[src/rtl/finc_fdec_monitor_pkg.sv]
// finc_fdec_monitor_pkg
//   Shared definitions for the FINC/FDEC step monitor: FSM state encoding,
//   violationCode values, default parameter values and a counter-width helper.
package finc_fdec_monitor_pkg;

  typedef enum logic [1:0] {
    ST_IDLE     = 2'd0,
    ST_HIGH_INC = 2'd1,
    ST_HIGH_DEC = 2'd2,
    ST_GAP      = 2'd3
  } state_t;

  localparam logic [1:0] VC_NONE        = 2'd0;
  localparam logic [1:0] VC_BOTH_HIGH   = 2'd1;
  localparam logic [1:0] VC_SHORT_PULSE = 2'd2;
  localparam logic [1:0] VC_SHORT_GAP   = 2'd3;

  localparam int unsigned DEF_MIN_PULSE_CYCLES = 4;
  localparam int unsigned DEF_MIN_GAP_CYCLES   = 8;
  localparam int unsigned DEF_ACC_WIDTH        = 16;

  // Bits needed to hold values 0..max_val (at least one bit).
  function automatic int unsigned cnt_bits(input int unsigned max_val);
    return (max_val < 1) ? 1 : $clog2(max_val + 1);
  endfunction

endpackage

[src/rtl/sync2.sv]
// sync2
//   Two-flop synchronizer for a single asynchronous level into clk.
//   Ports: clk (clock), rst (async active-high reset, forces output 0),
//          d (asynchronous input), q (synchronized output).
module sync2 (
  input  logic clk,
  input  logic rst,
  input  logic d,
  output logic q
);

  logic meta;

  always_ff @(posedge clk or posedge rst) begin
    if (rst) begin
      meta <= 1'b0;
      q    <= 1'b0;
    end else begin
      meta <= d;
      q    <= meta;
    end
  end

endmodule

[src/rtl/finc_fdec_monitor.sv]
// finc_fdec_monitor
//   Watches the asynchronous FINC/FDEC step-request pins, qualifies each pulse
//   against a minimum high time and minimum inter-pulse gap, and keeps a
//   saturating signed net step count plus sticky protocol-violation flags.
//   Ports:
//     clkInternal   - sole clock
//     rstInternal   - async active-high reset; deassertion expected to be
//                     synchronous to clkInternal
//     FINC, FDEC    - asynchronous step request pins
//     clearStats    - synchronous clear of stepCount and sticky flags
//     stepCount     - signed net count of accepted increments minus decrements
//     incPulse      - one-cycle strobe per accepted FINC pulse
//     decPulse      - one-cycle strobe per accepted FDEC pulse
//     violation     - sticky: any protocol violation seen
//     violationCode - most recent violation (none/both high/short pulse/short gap)
//     saturated     - sticky: stepCount clipped at a limit
module finc_fdec_monitor
  import finc_fdec_monitor_pkg::*;
#(
  parameter int unsigned MIN_PULSE_CYCLES = DEF_MIN_PULSE_CYCLES,
  parameter int unsigned MIN_GAP_CYCLES   = DEF_MIN_GAP_CYCLES,
  parameter int unsigned ACC_WIDTH        = DEF_ACC_WIDTH
) (
  input  logic                        clkInternal,
  input  logic                        rstInternal,
  input  logic                        FINC,
  input  logic                        FDEC,
  input  logic                        clearStats,
  output logic signed [ACC_WIDTH-1:0] stepCount,
  output logic                        incPulse,
  output logic                        decPulse,
  output logic                        violation,
  output logic [1:0]                  violationCode,
  output logic                        saturated
);

  localparam int unsigned PW = cnt_bits(MIN_PULSE_CYCLES);
  localparam int unsigned GW = cnt_bits(MIN_GAP_CYCLES);

  localparam logic [PW-1:0] PULSE_MIN = PW'(MIN_PULSE_CYCLES);
  localparam logic [PW-1:0] PULSE_ONE = PW'(1);
  localparam logic [GW-1:0] GAP_MIN   = GW'(MIN_GAP_CYCLES);
  localparam logic [GW-1:0] GAP_ONE   = GW'(1);

  localparam logic signed [ACC_WIDTH-1:0] ACC_MAX = {1'b0, {(ACC_WIDTH-1){1'b1}}};
  localparam logic signed [ACC_WIDTH-1:0] ACC_MIN = {1'b1, {(ACC_WIDTH-1){1'b0}}};
  localparam logic signed [ACC_WIDTH-1:0] ACC_ONE = {{(ACC_WIDTH-1){1'b0}}, 1'b1};
  localparam logic signed [ACC_WIDTH-1:0] ACC_NEG_ONE = '1;

  logic s_inc;
  logic s_dec;

  sync2 u_sync_inc (
    .clk (clkInternal),
    .rst (rstInternal),
    .d   (FINC),
    .q   (s_inc)
  );

  sync2 u_sync_dec (
    .clk (clkInternal),
    .rst (rstInternal),
    .d   (FDEC),
    .q   (s_dec)
  );

  state_t        state_q, state_d;
  logic [PW-1:0] width_q, width_d;
  logic [GW-1:0] gap_q,   gap_d;
  // Set once both pins are seen high together; the FSM is frozen until both
  // pins are low again so the overlapping pulse is never measured.
  logic          discard_q, discard_d;
  logic          acc_inc_q, acc_inc_d;
  logic          acc_dec_q, acc_dec_d;
  logic          viol_evt;
  logic [1:0]    viol_code;
  logic [GW-1:0] gap_next;

  assign gap_next = gap_q + GAP_ONE;

  always_comb begin
    state_d   = state_q;
    width_d   = width_q;
    gap_d     = gap_q;
    discard_d = discard_q;
    acc_inc_d = 1'b0;
    acc_dec_d = 1'b0;
    viol_evt  = 1'b0;
    viol_code = VC_NONE;

    if (s_inc && s_dec) begin
      if (!discard_q) begin
        viol_evt  = 1'b1;
        viol_code = VC_BOTH_HIGH;
      end
      discard_d = 1'b1;
    end else if (discard_q) begin
      if (!s_inc && !s_dec) begin
        discard_d = 1'b0;
        state_d   = ST_GAP;
        gap_d     = GAP_ONE;
        width_d   = '0;
      end
    end else begin
      case (state_q)
        ST_IDLE: begin
          if (s_inc) begin
            state_d = ST_HIGH_INC;
            width_d = PULSE_ONE;
          end else if (s_dec) begin
            state_d = ST_HIGH_DEC;
            width_d = PULSE_ONE;
          end
        end

        ST_HIGH_INC: begin
          if (s_inc) begin
            if (width_q < PULSE_MIN) width_d = width_q + PULSE_ONE;
          end else begin
            if (width_q >= PULSE_MIN) begin
              acc_inc_d = 1'b1;
            end else begin
              viol_evt  = 1'b1;
              viol_code = VC_SHORT_PULSE;
            end
            state_d = ST_GAP;
            gap_d   = GAP_ONE;
            width_d = '0;
          end
        end

        ST_HIGH_DEC: begin
          if (s_dec) begin
            if (width_q < PULSE_MIN) width_d = width_q + PULSE_ONE;
          end else begin
            if (width_q >= PULSE_MIN) begin
              acc_dec_d = 1'b1;
            end else begin
              viol_evt  = 1'b1;
              viol_code = VC_SHORT_PULSE;
            end
            state_d = ST_GAP;
            gap_d   = GAP_ONE;
            width_d = '0;
          end
        end

        ST_GAP: begin
          if (s_inc) begin
            viol_evt  = 1'b1;
            viol_code = VC_SHORT_GAP;
            state_d   = ST_HIGH_INC;
            width_d   = PULSE_ONE;
            gap_d     = '0;
          end else if (s_dec) begin
            viol_evt  = 1'b1;
            viol_code = VC_SHORT_GAP;
            state_d   = ST_HIGH_DEC;
            width_d   = PULSE_ONE;
            gap_d     = '0;
          end else if (gap_next >= GAP_MIN) begin
            state_d = ST_IDLE;
            gap_d   = '0;
          end else begin
            gap_d = gap_next;
          end
        end

        default: begin
          state_d = ST_IDLE;
          width_d = '0;
          gap_d   = '0;
        end
      endcase
    end
  end

  always_ff @(posedge clkInternal or posedge rstInternal) begin
    if (rstInternal) begin
      state_q   <= ST_IDLE;
      width_q   <= '0;
      gap_q     <= '0;
      discard_q <= 1'b0;
      acc_inc_q <= 1'b0;
      acc_dec_q <= 1'b0;
    end else begin
      state_q   <= state_d;
      width_q   <= width_d;
      gap_q     <= gap_d;
      discard_q <= discard_d;
      acc_inc_q <= acc_inc_d;
      acc_dec_q <= acc_dec_d;
    end
  end

  // Acceptance is pipelined one cycle behind the FSM decision so the strobe
  // and the count change appear together.
  always_ff @(posedge clkInternal or posedge rstInternal) begin
    if (rstInternal) begin
      stepCount <= '0;
      incPulse  <= 1'b0;
      decPulse  <= 1'b0;
      saturated <= 1'b0;
    end else begin
      incPulse <= acc_inc_q;
      decPulse <= acc_dec_q;
      if (clearStats) begin
        saturated <= 1'b0;
        if (acc_inc_q)      stepCount <= ACC_ONE;
        else if (acc_dec_q) stepCount <= ACC_NEG_ONE;
        else                stepCount <= '0;
      end else if (acc_inc_q) begin
        if (stepCount == ACC_MAX) saturated <= 1'b1;
        else                      stepCount <= stepCount + ACC_ONE;
      end else if (acc_dec_q) begin
        if (stepCount == ACC_MIN) saturated <= 1'b1;
        else                      stepCount <= stepCount - ACC_ONE;
      end
    end
  end

  // A violation in the same cycle as clearStats wins over the clear.
  always_ff @(posedge clkInternal or posedge rstInternal) begin
    if (rstInternal) begin
      violation     <= 1'b0;
      violationCode <= VC_NONE;
    end else if (viol_evt) begin
      violation     <= 1'b1;
      violationCode <= viol_code;
    end else if (clearStats) begin
      violation     <= 1'b0;
      violationCode <= VC_NONE;
    end
  end

endmodule
[config.mk]
export PLATFORM = sky130hd
export DESIGN_NAME = finc_fdec_monitor
export DESIGN_NICKNAME = d
export VERILOG_FILES = /design/src/rtl/finc_fdec_monitor_pkg.sv /design/src/rtl/sync2.sv /design/src/rtl/finc_fdec_monitor.sv
export SDC_FILE = /design/constraint.sdc
export NUM_CORES = 1
export LEC_CHECK = 0
export BUFFER_PORTS_ARGS = -buffer_cell sky130_fd_sc_hd__buf_2
export CAP_MARGIN = 20
export CORE_UTILIZATION = 59
export DETAILED_ROUTE_END_ITERATION = 7
export GPL_TIMING_DRIVEN = 0
export MAX_ROUTING_LAYER = met4
export PLACE_DENSITY = 0.78
export SLEW_MARGIN = 20
export SYNTH_ARGS = -nofsm -noshare
export SYNTH_HDL_FRONTEND = slang
export SYNTH_SLANG_ARGS = --single-unit
[constraint.sdc]
create_clock -name clkInternal -period 3.1 [get_ports clkInternal]
set_clock_uncertainty 0.1 [all_clocks]
set_input_delay 0.31 -clock clkInternal [delete_from_list [all_inputs] [get_ports clkInternal]]
set_output_delay 0.31 -clock clkInternal [all_outputs]
set_load 0.05 [all_outputs]
==> impl_metrics.yaml, run 1 <==
floorplan:
  fp.dieArea_um2: 4770
  fp.coreArea_um2: 4320
  die_w_um: 69.0
  start_util: 0.613
  design.portCount: 27
  num_rows: 24
  die_y_um: 69.0
clocking:
  cts_tree: "yes"
  cts_root_buf: "clkbuf_8"
  cts_setup_buffers: 0
  numCtsBuffers: 5
  clock_sinks: 38
  clk_pin_slew_worst_paths_ns: 0.08
  clockBufferDepth: 2
  htreeDepth: 2
  worst_skew_pair.late_latency_ns: 0.30
worst_setup_path:
  critical-path-slowest-cell: "or4_1"
  cp_slowest_stage_delay_ns: 0.51
  path_cells: "clkinvlp_4 > ha_1 > a211oi_2 > o211ai_1 > a31o_2 > a21oi_2 > nor4_1 > or4_1 > o211a_1"
  cp.required_ns: 3.18
  worstSetupEndpointType: "flip-flop"
  critPathBufInv: 1
  crit_type: "flip-flop to flip-flop"
  r2r_setup_slack_ns: 0.1
  start_kind: "flip-flop"
  cp_max_fo: 6
  crit_family: "compound AO/OA/AOI/OAI gates"
  r2r_cells: 9
  worst-endpoint-arrival_ns: 3.08
  cp_num_cells: 9
route:
  wl_per_cell_um: 16.0
  drt_pass1_iterations: 5
  drtAntennaViolNets: 0
  vias_per_cell: 6.12
  via_count: 2331
  drt_iter0_drc: 228
  postRouteWirelength_um: 6100
  drc_errors: 0
logic_synthesis:
  synth_edf_count: 0
  synth_top_area_frac: 0.359
  yosysWarnings: 0
  ys_async_sr_fraction: 1.00
  syn_area_per_cell_um2: 9.08
  synth_fp_nets: 319
  synthTopCellsByArea: "dfrtp_1, ha_1, o21ai_0"
  seq_area_frac_synth: 0.359
  synth_most_common_cell: "dfrtp_1"
  yosysUniqueCellTypes: 58
  synthTopCellsByCount: "dfrtp_1, o21ai_0, a21oi_1"
  synth_ff_type: "dfrtp_1"
  netlist_instances: 292
  synth_top_cell_by_area: "dfrtp_1"
  netlist_area_um2: 2650
  synth_seq_cells: 38
placement:
  place_area_um2: 2860
  gp_congestion: 0.908
  dp_worst_setup_slack_ns: -0.0426
  port_buffers: 25
  hpwl_um: 4320
global_routing:
  grt_pass1_wl_um: 10700
  grt_overflow_total: 0
  grt_max_degree: 35
  antenna_found_initial: 0
  grt_pass1_vias: 2274
  grt_usage: 0.286
cells_and_area:
  drive_above_1_share: 0.167
  area_growth_pct: 14.4
  antenna_cells: 0
  final_area_um2: 3030
  fillCellCount: 356
  utilization: 0.702
  nets: 355
timing:
  max-slew-margin-rel: 0.658
  max_slew.worst_pin.slew_ns: 0.513
  period_minus_slack_ns: 3.00
  rsz0062_at_grt: "no"
  hold_viol_final: 0
  setup_viol: 0
  whs_ns: 0.0253
  maxSlewViolCount: 0
  fmax_mhz: 333
  fin_ws_ns: 0.0969
  fin_crit_sh: 0.969
flow_run:
  maxCapViolations: 0
power:
  p_int_mw: 1.27
  p_leak_nw: 1.36
  seqPwrFrac: 0.312
  powerDensity_nw_per_um2: 710
  clock_power_share: 0.246
  switching_power_uw: 886
  sw_frac_of_total: 0.411
  irDropWorstVdd_mv: 0.475
  power_frac_comb: 0.441
run_status:
  outcome: "complete, no violations"
min_path:
  hold_class: "input pin to flip-flop"
  hold_depth: 1
worst register-to-register path, cell delays in order, from the launching register on:
cell and delay, ns:
dfrtp_2 0.50, clkinvlp_4 0.20, ha_1 0.33, a211oi_2 0.26, o211ai_1 0.24, a31o_2 0.31, a21oi_2 0.22, nor4_1 0.07
or4_1 0.51, o211a_1 0.15
metrics by stage:
stage / power (mW) / TNS [ns] / instances
after floorplan: 1.41 / 0 / 292
after global placement: 1.58 / -0.0844 / 369
after detailed placement: 1.61 / -0.0426 / 370
after CTS: 2.15 / 0 / 380
after global routing: 2.30 / 0 / 381
final: 2.15 / 0 / 381
power groups by stage:
stage / registers (mW) / clock network [mW] / logic [mW]
after floorplan: 0.846 / 0 / 0.569
after global placement: 0.675 / 0 / 0.909
after detailed placement: 0.680 / 0 / 0.933
after CTS: 0.671 / 0.538 / 0.946
after global routing: 0.689 / 0.557 / 1.05
final: 0.673 / 0.531 / 0.950
kinds of logic after synthesis:
group / after synthesis / share of synthesized area
muxes: 2 / 0.00755
adders and majority gates: 23 / 0.110
xor gates and xnor gates: 12 / 0.0396
buffers and inverters: 27 / 0.0529
DFF: 38 / 0.359
AOI/OAI and AO/OA: 104 / 0.255
and+or+nand+nor: 86 / 0.176
path summary, 6_finish.rpt:
kind                                       from              end
worst max-delay path                  acc_inc_q    stepCount[15]
worst min-delay path                       FINC  u_sync_inc.meta
worst max register to register        acc_inc_q    stepCount[15]
worst min register to register  u_sync_inc.meta     u_sync_inc.q
max in group asynchronous           rstInternal       state_q[0]
min in group asynchronous           rstInternal         gap_q[3]
layer usage:
metal | part of all wire | GRT usage | wire length [µm]
met5 | 0 | - | 0
met4 | 0.010 | 0.0771 | 63
met3 | 0.043 | 0.0512 | 260
met2 | 0.45 | 0.426 | 2750
met1 | 0.50 | 0.405 | 3020
state kept, by name, indices dropped and copies added, names as in the netlist:
register	count
stepCount	16
gap_q	4
width_q	3
state_q	2
violationCode	2
acc_dec_q	1
acc_inc_q	1
decPulse	1
discard_q	1
incPulse	1
saturated	1
u_sync_dec.meta	1
u_sync_dec.q	1
u_sync_inc.meta	1
u_sync_inc.q	1
violation	1
what timing repair did:
action	CTS	global route
gates cloned	1	1
hold buffers	1	0
endpoints found under the setup margin	1	2
hold endpoints to repair	4	0
gates resized for setup	1	3
layout by cell type, fill, tap and decap left out, types with 7 or more instances in the layout:
cell      count
nand2_1      21
a21oi_1      28
o21ai_0      29
nor2_1       16
inv_1        14
o211ai_1      7
dfrtp_1      37
buf_2        25
xnor2_1       8
o21a_1        9
nor3_1        8
nand3_1       9
ha_1         21
cell type report:
type	count	area [µm²]	area share
sequential	38	952	0.314
tap	52	65.1	0.0214
inverter	16	63.8	0.0210
clock buffer	6	82.6	0.0272
timing repair inverter	2	15.0	0.00495
buffer	11	80.1	0.0264
clock inverter	2	60.1	0.0198
timing repair buffer	27	155	0.0511
multi-input combinational	227	1560	0.514
No activity file was read; power rests on OpenSTA's default activity.
==> inputs of run 2 (changes only) <==
Settings changed: ABC_AREA set to 1, CORE_UTILIZATION 59 to 60.
==> run 2 against run 1 <==
Setup slack better by 0.60 ns. Worst hold slack worse by 0.014 ns. Maximum frequency up 25%. Sequential power up 6.1%. Register-to-register slack better by 0.60 ns. Wire length up 5.2%. Flip-flop and latch count unchanged. Utilization down 0.46 points. Non-clock buffer count down 6. First-iteration DRC count down 51%. Sequential share of layout area down 2.3 points. Largest cell class unchanged.
==> impl_metrics.yaml, run 2 <==
run_status:
  outcome: "complete, no violations"
cells_and_area:
  multi_input_area_um2: 1630
  area_growth_pct: 11.9
  nets: 484
  regArea_um2: 951
  antenna_cells: 0
  fillCellCount: 408
  final_common_cell: "nand2_1"
  largest_register_ffs: 16
  largest-register: "stepCount"
  drive_above_1_share: 0.148
  largestRegisters: "stepCount: 16 flops, gap_q: 4 flops, width_q: 3 flops"
  finalNonFillerCells: 512
  final_cell_mix: "nand2_1, inv_1, dfrtp_1"
timing:
  max_slew.worst_pin.slew_ns: 0.621
  maxSlewViolCount: 0
  setup_viol: 0
  fmax_mhz: 416
  setup_tns_ns: 0
  hold_viol_final: 0
  fin_crit_sh: 0.776
  max-slew-margin-rel: 0.582
  period_minus_slack_ns: 2.40
  rsz0062_at_grt: "no"
route:
  drt_iter0_drc: 111
  wl_per_cell_um: 12.5
  drtAntennaViolNets: 0
  vias_per_cell: 5.32
  postRouteWirelength_um: 6410
  drt_pass1_iterations: 5
  drc_errors: 0
  via_count: 2724
logic_synthesis:
  synthAdderAreaFrac: 0.0967
  muxShareOfSynthArea: 0
  synthTopCellsByCount: "nand2_1, inv_1, dfrtp_1"
  synth_edf_count: 0
  yosysUniqueCellTypes: 37
  seq_area_frac_synth: 0.325
  ys_async_sr_fraction: 1.00
  synth_compound_area_frac: 0.107
  yosysWarnings: 0
  netlist_instances: 422
  synth_xor_area_frac: 0.00599
  synth_most_common_cell: "nand2_1"
  synth_ff_type: "dfrtp_1"
  synth_top_area_frac: 0.325
  syn_area_per_cell_um2: 6.93
  synth_top_family_by_area: "simple AND/OR/NAND/NOR gates"
  synth-simple-area-share: 0.348
  synth_top_cell_by_area: "dfrtp_1"
  synth_fp_nets: 449
  synth_seq_cells: 38
  netlist_area_um2: 2920
  synthTopCellsByArea: "dfrtp_1, nand2_1, inv_1"
min_path:
  hold_class: "input pin to flip-flop"
placement:
  port_buffers: 25
  dp_cells: 502
  hpwl_um: 5110
  gp_congestion: 0.889
worst_setup_path:
  crit_family: "simple AND/OR/NAND/NOR gates"
  cpMostUsedCell: "nand2_1"
  critical-path-slowest-cell: "dfrtp_1"
  cp_max_fo: 16
  critPathBufInv: 2
  start_kind: "flip-flop"
  cp.required_ns: 3.20
  worst-endpoint-arrival_ns: 2.50
  path_cells: "inv_2 > ha_1 > nand2_1 > inv_1 > a21oi_1 > nand2_1 > or2_2 > nand3_1 > nand2_1 > nand2_1 > nand2_1"
  r2r_setup_slack_ns: 0.70
  cp_slowest_stage_delay_ns: 0.57
  crit_type: "flip-flop to flip-flop"
  worstSetupEndpointType: "flip-flop"
clocking:
  cts_root_buf: "clkbuf_8"
  worst_skew_pair.late_latency_ns: 0.30
  cts_resized: 0
  cts_tree: "yes"
  clock_sinks: 38
  cts_setup_buffers: 0
  numCtsBuffers: 5
  clockBufferDepth: 2
  clk_pin_slew_worst_paths_ns: 0.08
  htreeDepth: 2
global_routing:
  grt_max_degree: 28
  grt_pass1_vias: 2638
  grt_overflow_total: 0
  grt_pass1_wl_um: 10900
  antenna_found_initial: 0
  grt_usage: 0.279
floorplan:
  num_rows: 25
  die_y_um: 71.8
  fp.coreArea_um2: 4690
  die_w_um: 71.8
  fp.dieArea_um2: 5160
  start_util: 0.623
  design.portCount: 27
power:
  irDropWorstVdd_mv: 0.487
  powerDensity_nw_per_um2: 760
  p_leak_nw: 1.85
flow_run:
  maxCapViolations: 0
## run 2: cell types whose count changed after synthesis, sizes merged, moves of 9 or more
| cell | previous run | this run |
|---|---|---|
| o21a | 9 | 0 |
| nor2 | 16 | 30 |
| inv | 16 | 83 |
| nand2 | 21 | 133 |
| o21ai | 30 | 14 |
| a21oi | 29 | 13 |
| nand3 | 9 | 40 |
| a21boi | 2 | 11 |
## run 2: what timing repair did
action                     CTS  global route
setup endpoints to repair    0             0
hold endpoints to repair    11             1
hold buffers                 1             1
## run 2: per-layer routing
layer,track usage,up-vias,share of wire
met3,0.0352,11,0.021
met1,0.303,1273,0.45
met5,-,-,0
met4,0.100,0,0.017
met2,0.519,37,0.52
li1,-,1403,-
## run 2: worst register-to-register path, delay by kind of cell, from the launching register on
kind | cells | cell delay, ns
adder cells (fa/ha/maj) | 1 | 0.41
AND/OR/NAND/NOR | 7 | 0.79
AO/OA/AOI/OAI | 1 | 0.13
buffers and inverters | 2 | 0.30
flip-flops | 1 | 0.57
## run 2: worst paths after layout
kind	start	endpoint	cells past startpoint
max in group asynchronous	rstInternal	violationCode[0]	4
min reg2reg	u_sync_dec.meta	u_sync_dec.q	0
max reg2reg	acc_inc_q	stepCount[7]	11
max	acc_inc_q	stepCount[7]	11
min in group asynchronous	rstInternal	saturated	3
min	FDEC	u_sync_dec.meta	1
## run 2: where the power goes
part | internal [mW] | switching [mW] | leakage (nW)
combinational | 0.431 | 0.916 | 1.33
clock | 0.239 | 0.186 | 0.0504
sequential | 0.605 | 0.109 | 0.476
## run 2: kinds of logic after synthesis
kind of cell	after synthesis
AOI/OAI and AO/OA	47
xor gates and xnor gates	2
adders and majority gates	22
buffers and inverters	87
DFF	38
and+or+nand+nor	226
## run 2: final cells by class
| class | count | share of cell area |
|---|---|---|
| plain buffers | 4 | 0.00995 |
| well taps | 54 | 0.0207 |
| multi-input cells | 297 | 0.498 |
| clock inverters | 3 | 0.0138 |
| inverters | 83 | 0.0953 |
| flip-flops and latches | 38 | 0.291 |
| repair buffers | 28 | 0.0505 |
| clock buffers | 5 | 0.0210 |
## run 2: through the flow
stage | cell area, µm² | setup slack [ns] | hold slack (ns) | power (mW) | util
after CTS | 3260 | 0.697 | 0.00166 | 2.50 | 0.695
after global placement | 3120 | 0.744 | 0.233 | 2.01 | 0.664
after detailed placement | 3140 | 0.714 | 0.169 | 2.06 | 0.669
after global routing | 3270 | 0.534 | 0.00454 | 2.70 | 0.697
after floorplan | 2920 | 1.05 | 0.231 | 1.77 | -
final | 3270 | 0.696 | 0.0114 | 2.49 | 0.697
==> inputs of run 3 (changes only) <==
Settings changed: ABC_AREA 1 to 0, CORE_UTILIZATION 60 to 59.
Clock period 3.1 ns to 2.3 ns, I/O delays scaled along.
==> run 3 against run 2 <==
The flow now finishes with violations (negative setup slack). Total power increased by 30%. Maximum frequency decreased by 16%. Wire length increased by 17%. Global-route usage increased by 2.9 points. Die area decreased by 7.6%. Setup slack got worse by 1.3 ns.
==> impl_metrics.yaml, run 3 (synthesized netlist as in run 1, its figures left out) <==
run_status:
  outcome: "finished, violations left"
  failed_checks: "negative setup slack"
power:
  seqPwrFrac: 0.286
  switching_power_mw: 1.35
  powerDensity_nw_per_um2: 919
  p_total_mw: 3.24
  sw_frac_of_total: 0.415
  irDropWorstVdd_mv: 0.589
  p_int_mw: 1.90
  power_frac_comb: 0.494
  p_leak_nw: 1.53
  clock_power_share: 0.220
timing:
  period_minus_slack_ns: 2.87
  fin_ws_ns: -0.568
  setup_tns_ns: -3.54
  whs_ns: 0.250
  hold_viol_final: 0
  fmax_mhz: 349
  rsz0062_at_grt: "yes"
  max-slew-margin-rel: 0.716
  fin_crit_sh: 1.25
  max_slew.worst_pin.slew_ns: 0.422
  maxSlewViolCount: 0
  setup_viol: 14
placement:
  hpwl_um: 4240
  port_buffers: 25
  gp_congestion: 0.919
global_routing:
  grt_max_degree: 34
  grt_overflow_total: 0
  grt_pass1_wl_um: 11500
  antenna_found_initial: 0
  grt_usage: 0.308
  grt_pass1_vias: 2399
cells_and_area:
  final_cell_mix: "dfrtp_1, buf_2, o21ai_0"
  antenna_cells: 0
  area_growth_pct: 33.0
  largest_register_ffs: 16
  largestRegisters: "stepCount: 16 flops, gap_q: 4 flops, width_q: 3 flops"
  fillCellCount: 248
  drive_above_1_share: 0.333
  nets: 380
  largest-register: "stepCount"
  final_common_cell: "dfrtp_1"
route:
  wl_per_cell_um: 18.5
  drc_errors: 0
  highest_layer: "met4"
  drt_iter0_drc: 181
  wirelength_met1_um: 3360
  via_count: 2565
  drtAntennaViolNets: 0
  drt_pass1_iterations: 5
  wl_met2_um: 3580
  vias_per_cell: 6.32
  postRouteWirelength_um: 7520
  met3_length_um: 379
worst_setup_path:
  worstSetupEndpointType: "flip-flop"
  worst-endpoint-arrival_ns: 2.96
  crit_type: "flip-flop to flip-flop"
  start_kind: "flip-flop"
  cp.required_ns: 2.39
  cp_max_fo: 4
floorplan:
  num_rows: 24
  die_w_um: 69.0
  fp.coreArea_um2: 4320
  design.portCount: 27
  start_util: 0.613
  fp.dieArea_um2: 4770
  die_y_um: 69.0
clocking:
  clockBufferDepth: 2
  htreeDepth: 2
  cts_tree: "yes"
  numCtsBuffers: 5
  clock_sinks: 38
  cts_root_buf: "clkbuf_8"
  worst_skew_pair.late_latency_ns: 0.30
  clk_pin_slew_worst_paths_ns: 0.08
flow_run:
  maxCapViolations: 0
min_path:
  hold_class: "flip-flop to flip-flop"
==> run 3: cell count changes in the layout (fill, tap and decap cells not counted), moves of 11 or more <==
cell     delta
buf_4      +18
inv_1      -65
nand2_1   -111
nand3_1    -28
nor2_1     -11
o21ai_0    +11
==> run 3: power by group through the flow <==
stage,logic [mW],registers (mW),clock network (mW)
3_3_place_gp,1.23,0.912,0
6_report,1.60,0.928,0.714
2_1_floorplan,0.768,1.14,0
5_1_grt,1.71,0.945,0.752
3_5_place_dp,1.25,0.918,0
4_1_cts,1.46,0.915,0.721
==> run 3: layer usage <==
| layer | up-vias | track usage |
|---|---|---|
| met5 | - | - |
| met4 | 0 | 0.0839 |
| met3 | 27 | 0.0585 |
| met2 | 113 | 0.465 |
| met1 | 1220 | 0.427 |
| li1 | 1205 | - |
==> run 3: final cells by class <==
| class | count | area [µm²] | share of cell area |
|---|---|---|---|
| plain buffers | 11 | 81.3 | 0.0231 |
| clock buffers | 6 | 82.6 | 0.0234 |
| clock inverters | 2 | 60.1 | 0.0170 |
| inverters | 16 | 63.8 | 0.0181 |
| multi-input cells | 227 | 1820 | 0.517 |
| flip-flops and latches | 38 | 960 | 0.272 |
| well taps | 52 | 65.1 | 0.0185 |
| repair buffers | 52 | 375 | 0.106 |
| repair inverters | 2 | 15.0 | 0.00426 |
==> run 3: critical path, stage by stage (launching register included) <==
cell	delay, ns
dfrtp_2	0.44
clkinvlp_4	0.20
buf_4	0.19
ha_4	0.25
a211oi_4	0.27
o211ai_1	0.20
a31o_2	0.31
a21oi_4	0.13
nor4_1	0.08
or4_1	0.43
o211a_1	0.15
==> run 3: path summary, 6_finish.rpt <==
kind	startpoint	end	slack, ns	cells past startpoint
max	acc_inc_q	stepCount[15]	-0.57	10
min	u_sync_inc.meta	u_sync_inc.q	0.25	0
max reg2reg	acc_inc_q	stepCount[15]	-0.57	10
min reg2reg	u_sync_inc.meta	u_sync_inc.q	0.25	0
max in group asynchronous	rstInternal	acc_inc_q	1.42	4
min in group asynchronous	rstInternal	violation	0.26	3
==> run 3: timing repair <==
item	CTS	global route
gates cloned	2	0
setup endpoints to repair	13	14
hold endpoints to repair	40	0
resized for setup	37	19
hold buffers	3	0
pin swaps	25	15
buffers inserted	17	7
==> run 3: through the flow <==
stage / cells / utilization / worst slack [ns] / cell area, µm²
detailed placement: 370 / 0.666 / -0.876 / 2880
global route: 406 / 0.815 / -0.666 / 3530
floorplan: 292 / - / -0.445 / 2670
finish: 406 / 0.815 / -0.568 / 3530
CTS: 399 / 0.787 / -0.433 / 3400
global placement: 369 / 0.661 / -0.827 / 2860
